===== src/rtl/pipe_ctrl_pkg.sv =====
// Shared pipeline-control definitions: FSM state encodings and the canonical NOP.
package pipe_ctrl_pkg;
  typedef enum logic [1:0] {
    RUN      = 2'd0,
    MC_WAIT  = 2'd1,
    REDIRECT = 2'd2,
    HALT     = 2'd3
  } pc_state_e;

  // addi x0, x0, 0
  localparam logic [31:0] INST_NOP = 32'h0000_0013;
endpackage


===== src/rtl/pipe_stall_cnt.sv =====
// Loadable down-counter for multi-cycle stalls; last flags the final stall cycle.
module pipe_stall_cnt #(
  parameter int MC_CNT_W = 6
) (
  input  logic                clk,
  input  logic                rst,
  input  logic                load,
  input  logic [MC_CNT_W-1:0] load_val,
  input  logic                dec,
  output logic                last
);
  logic [MC_CNT_W-1:0] cnt;

  always_ff @(posedge clk or posedge rst) begin
    if (rst)                            cnt <= '0;
    else if (load)                      cnt <= load_val;
    else if (dec && cnt != '0)          cnt <= cnt - MC_CNT_W'(1);
  end

  assign last = (cnt == MC_CNT_W'(1));
endmodule


===== src/rtl/pipe_ctrl.sv =====
// Pipeline hazard controller: redirects on jumps, stalls for multi-cycle EX ops,
// and halts on ebreak until resumed.
module pipe_ctrl
  import pipe_ctrl_pkg::*;
#(
  parameter int MC_CNT_W = 6
) (
  input  logic                clk,
  input  logic                rst,
  input  logic                jump_en_i,
  input  logic [31:0]         jump_addr_i,
  input  logic                mc_req_i,
  input  logic [MC_CNT_W-1:0] mc_lat_i,
  input  logic                ebreak_i,
  input  logic                resume_i,
  output logic                hold_pc_o,
  output logic                hold_if_id_o,
  output logic                hold_id_ex_o,
  output logic                flush_if_id_o,
  output logic                flush_id_ex_o,
  output logic                pc_load_o,
  output logic [31:0]         pc_load_addr_o,
  output logic                mc_last_o,
  output logic                halt_o,
  output logic [1:0]          state_o
);
  pc_state_e state;
  logic      cnt_last;
  logic      mc_long, mc_one;

  assign mc_long = mc_req_i && (mc_lat_i > MC_CNT_W'(1));
  assign mc_one  = mc_req_i && (mc_lat_i == MC_CNT_W'(1));

  pipe_stall_cnt #(.MC_CNT_W(MC_CNT_W)) u_stall_cnt (
    .clk      (clk),
    .rst      (rst),
    .load     (state == RUN && !ebreak_i && !jump_en_i && mc_long),
    .load_val (mc_lat_i - MC_CNT_W'(1)),
    .dec      (state == MC_WAIT),
    .last     (cnt_last)
  );

  always_ff @(posedge clk or posedge rst) begin
    if (rst) state <= RUN;
    else begin
      case (state)
        RUN: begin
          if (ebreak_i)       state <= HALT;
          else if (jump_en_i) state <= REDIRECT;
          else if (mc_long)   state <= MC_WAIT;
        end
        MC_WAIT:  if (cnt_last) state <= RUN;
        REDIRECT: state <= RUN;
        HALT:     if (resume_i) state <= RUN;
        default:  state <= RUN;
      endcase
    end
  end

  // Outputs decode the current state and EX events in the same cycle; rst gates all to 0.
  always_comb begin
    hold_pc_o      = 1'b0;
    hold_if_id_o   = 1'b0;
    hold_id_ex_o   = 1'b0;
    flush_if_id_o  = 1'b0;
    flush_id_ex_o  = 1'b0;
    pc_load_o      = 1'b0;
    pc_load_addr_o = '0;
    mc_last_o      = 1'b0;
    halt_o         = 1'b0;
    state_o        = state;
    case (state)
      RUN: begin
        if (ebreak_i) begin
          hold_pc_o     = 1'b1;
          flush_if_id_o = 1'b1;
          flush_id_ex_o = 1'b1;
        end else if (jump_en_i) begin
          pc_load_o      = 1'b1;
          pc_load_addr_o = jump_addr_i;
          flush_if_id_o  = 1'b1;
          flush_id_ex_o  = 1'b1;
        end else if (mc_long || mc_one) begin
          hold_pc_o    = 1'b1;
          hold_if_id_o = 1'b1;
          hold_id_ex_o = 1'b1;
          mc_last_o    = mc_one;
        end
      end
      MC_WAIT: begin
        hold_pc_o    = 1'b1;
        hold_if_id_o = 1'b1;
        hold_id_ex_o = 1'b1;
        mc_last_o    = cnt_last;
      end
      REDIRECT: flush_if_id_o = 1'b1;
      HALT: begin
        hold_pc_o    = 1'b1;
        hold_if_id_o = 1'b1;
        hold_id_ex_o = 1'b1;
        halt_o       = 1'b1;
      end
      default: ;
    endcase
    if (rst) begin
      hold_pc_o      = 1'b0;
      hold_if_id_o   = 1'b0;
      hold_id_ex_o   = 1'b0;
      flush_if_id_o  = 1'b0;
      flush_id_ex_o  = 1'b0;
      pc_load_o      = 1'b0;
      pc_load_addr_o = '0;
      mc_last_o      = 1'b0;
      halt_o         = 1'b0;
      state_o        = 2'd0;
    end
  end
endmodule

===== config.mk =====
export PLATFORM = sky130hd
export DESIGN_NAME = pipe_ctrl
export DESIGN_NICKNAME = d
export VERILOG_FILES = /design/src/rtl/pipe_ctrl_pkg.sv /design/src/rtl/pipe_stall_cnt.sv /design/src/rtl/pipe_ctrl.sv
export SDC_FILE = /design/constraint.sdc
export NUM_CORES = 1
export LEC_CHECK = 0
export CORE_AREA = 2 2 60 62
export CTS_CLUSTER_DIAMETER = 120
export DETAILED_ROUTE_END_ITERATION = 8
export DIE_AREA = 0 0 62 64
export HOLD_SLACK_MARGIN = 0.02
export PLACE_DENSITY = 0.82
export SKIP_CTS_REPAIR_TIMING = 1
export SLEW_MARGIN = 20
export SYNTH_ARGS = -nofsm -noshare
export SYNTH_HDL_FRONTEND = slang
export SYNTH_HIERARCHICAL = 1
export SYNTH_SLANG_ARGS = --single-unit

===== constraint.sdc =====
create_clock -name clk -period 3.4 [get_ports clk]
set_clock_uncertainty 0.15 [all_clocks]
set_input_delay 0.68 -clock clk [delete_from_list [all_inputs] [get_ports clk]]
set_output_delay 0.68 -clock clk [all_outputs]
set_load 0.05 [all_outputs]

==> results_dict.tcl <==
set metrics [dict create \
    status "complete, no violations" \
    synth_top_area_share_pct 20.2 \
    wl_um 4210 \
    design.core.area_um2 3280 \
    min_period_over_period_pct 96.1 \
    first_pass_iters 4 \
    yosysUniqueCellTypes 42 \
    cp_slowest_stage_delay_ns 0.43 \
    powerDensity_nw_per_um2 406 \
    p_leak_nw 1.02 \
    grt_max_degree 34 \
    grt-busiest-layer "met2" \
    worstMarginPinSlew_ns 0.497 \
    wl_per_cell_um 15.5 \
    grt_pass1_wl_um 6250 \
    clock_path_buffers 2 \
    synth-edff-count 0 \
    slew_viol_final 0 \
    clock_latency_ns 0.26 \
    synth_area_um2 1020 \
    cp-end-kind "primary output" \
    grt_use_total_pct 21.3 \
    syn_nets 183 \
    async_reset_ff_share_pct 100 \
    maxCapViolations 0 \
    met2_usage_pct 35.8 \
    syn2layout_area_growth_pct 130 \
    die_x_um 62 \
    vias 1337 \
    r2r_start "state[0]$_DFFE_PP0P_" \
    grt_use_met1_pct 24.4 \
    detail-route-antenna-nets 0 \
    finalHoldViolations 0 \
    pin_count 86 \
    required_ns 2.57 \
    ys_ff_latch 8 \
    r2r_slack_ns 1.20 \
    startpoint "mc_lat_i[3]" \
    root_buffer "clkbuf_4" \
    cts_tree "built" \
    final_nets 277 \
    setup_viol 0 \
    crit_path_end "hold_pc_o" \
    grt_use_met3_pct 5.87 \
    rr_worst_depth 4 \
    crit_buf_inv 2 \
    critPathArrivalTime_ns 2.44 \
    place_hpwl_um 3620 \
    ir_drop_mv 0.312 \
    drive_gt1_share_pct 28.8 \
    die_y_um 64 \
    cts.reportedPaths.clkPinSlew_ns 0.06 \
    yosys.area.top_type "and2_1" \
    gp_congestion 0.847 \
    worstReg2RegEnd "u_stall_cnt/cnt[3]$_DFFE_PP0P_" \
    dr.first_iter.drc_count 46 \
    hold_path.class "reg2reg" \
    worstPathCellList "clkdlybuf4s50_1 -> or3b_4 -> or4_4 -> a221o_1 -> buf_6" \
    period_needed_ns 3.27 \
    io_buffers 85 \
    grt_pass1_vias 1295 \
    cp.depth 5 \
    h-tree-depth 1 \
    dp_slack_ns -0.123 \
    seq_area_frac_synth_pct 19.6 \
    grt-ovfl-total 0 \
    path_class "in2out" \
    grt_antenna_before_repair 0 \
    drc 0 \
    yosysMostFrequentCell "and2_1" \
    cts_sinks 8 \
    slew_headroom_pct 66.8 \
    synth.top_cells.by_count "33 x and2_1, 10 x inv_1, 9 x nor2_1" \
    rsz0062_at_grt "no" \
    synth_area_per_cell_um2 7.63 \
    cts_made_buffers 3 \
    start_kind "input port" \
    synth_warnings 6 \
    max_clock_freq_ghz 0.306 \
    slowest_stage "or4_4" \
    yosys_most_used_dff "dfrtp_1" \
    yosys-top-cells-area "and2_1 20%, dfrtp_1 20%, ha_1 6.1%" \
    viasPerCell 4.92 \
    tns_ns 0 \
    start_util_pct 31.1 \
    rows 21 \
    finalPower_mw 0.956 \
    diodes 0 \
    design.die.area_um2 3970 \
    synth_cells 134 \
    cp_max_fo 2 \
    layout_setup_ws_ns 0.133 \
    cp_top_family "simple AND/OR/NAND/NOR gates" \
]
==> cells by family (layout without fill, tap and decap cells) <==
kind of cell,Yosys count,count (layout),synth area share [%]
buf+inv,17,109,7.47
compound gates,21,21,15.9
fa+ha+maj,5,5,6.12
mux,1,1,0.979
flops,8,8,19.6
xor+xnor,3,3,2.57
simple gates,79,79,47.4
==> worst min-delay path, stage by stage, from the launching register on <==
cell,delay [ns]
dfrtp_1,0.44
a211o_1,0.13
a21oi_1,0.05
==> area by class of cell <==
| class | count | area [um2] |
|---|---|---|
| tap | 46 | 57.6 |
| sequential | 8 | 200 |
| inverter | 10 | 37.5 |
| multi-input combinational | 109 | 763 |
| clock buffer | 3 | 22.5 |
| timing repair buffer | 96 | 1270 |
| fill | 227 | 928 |
==> where the power goes <==
group,switching (mW),internal (mW)
logic,0.351,0.294
registers,0.0903,0.144
clock network,0.0362,0.0407
==> routing by layer <==
layer	up-vias	share of wire, %
met4	0	2.1
met3	8	10
met2	68	49
met1	602	39
li1	659	-
met5	-	0
==> registers in the layout (all words and copies together) (netlist names) <==
signal,count
u_stall_cnt/cnt,6
state,2
==> how the worst min path moves through the flow <==
stage / startpoint / to / slack [ns] / depth (start not counted)
after CTS: u_stall_cnt/cnt[2]$_DFFE_PP0P_ / u_stall_cnt/cnt[2]$_DFFE_PP0P_ / 0.50 / 2
final: u_stall_cnt/cnt[2]$_DFFE_PP0P_ / u_stall_cnt/cnt[2]$_DFFE_PP0P_ / 0.51 / 2
after global placement: u_stall_cnt/cnt[2]$_DFFE_PP0P_ / u_stall_cnt/cnt[2]$_DFFE_PP0P_ / 0.46 / 2
after detailed placement: u_stall_cnt/cnt[2]$_DFFE_PP0P_ / u_stall_cnt/cnt[2]$_DFFE_PP0P_ / 0.49 / 2
after global routing: u_stall_cnt/cnt[2]$_DFFE_PP0P_ / u_stall_cnt/cnt[2]$_DFFE_PP0P_ / 0.56 / 2
after floorplan: rst / state[0]$_DFFE_PP0P_ / 0.27 / 1
==> per-stage QoR <==
stage	hold slack [ns]	cell area (um2)	instances	util, %
2_1_floorplan	0.271	1020	134	-
3_3_place_gp	0.463	2320	269	70.5
3_5_place_dp	0.489	2320	269	70.5
4_1_cts	0.497	2340	272	71.2
5_1_grt	0.556	2360	272	71.7
6_report	0.508	2360	272	71.7
==> layout by cell type, fill, tap and decap left out, types with 3 or more instances in the layout <==
cell / count
ha_1: 4
nor4_1: 4
a21oi_1: 5
dfrtp_1: 8
inv_1: 8
buf_4: 17
nor2_1: 9
o31ai_1: 3
nand2_1: 6
clkdlybuf4s50_1: 41
nor2b_1: 4
buf_12: 35
clkbuf_4: 3
and2_1: 33
nor3_1: 4
(Power assumes the default switching activity.)
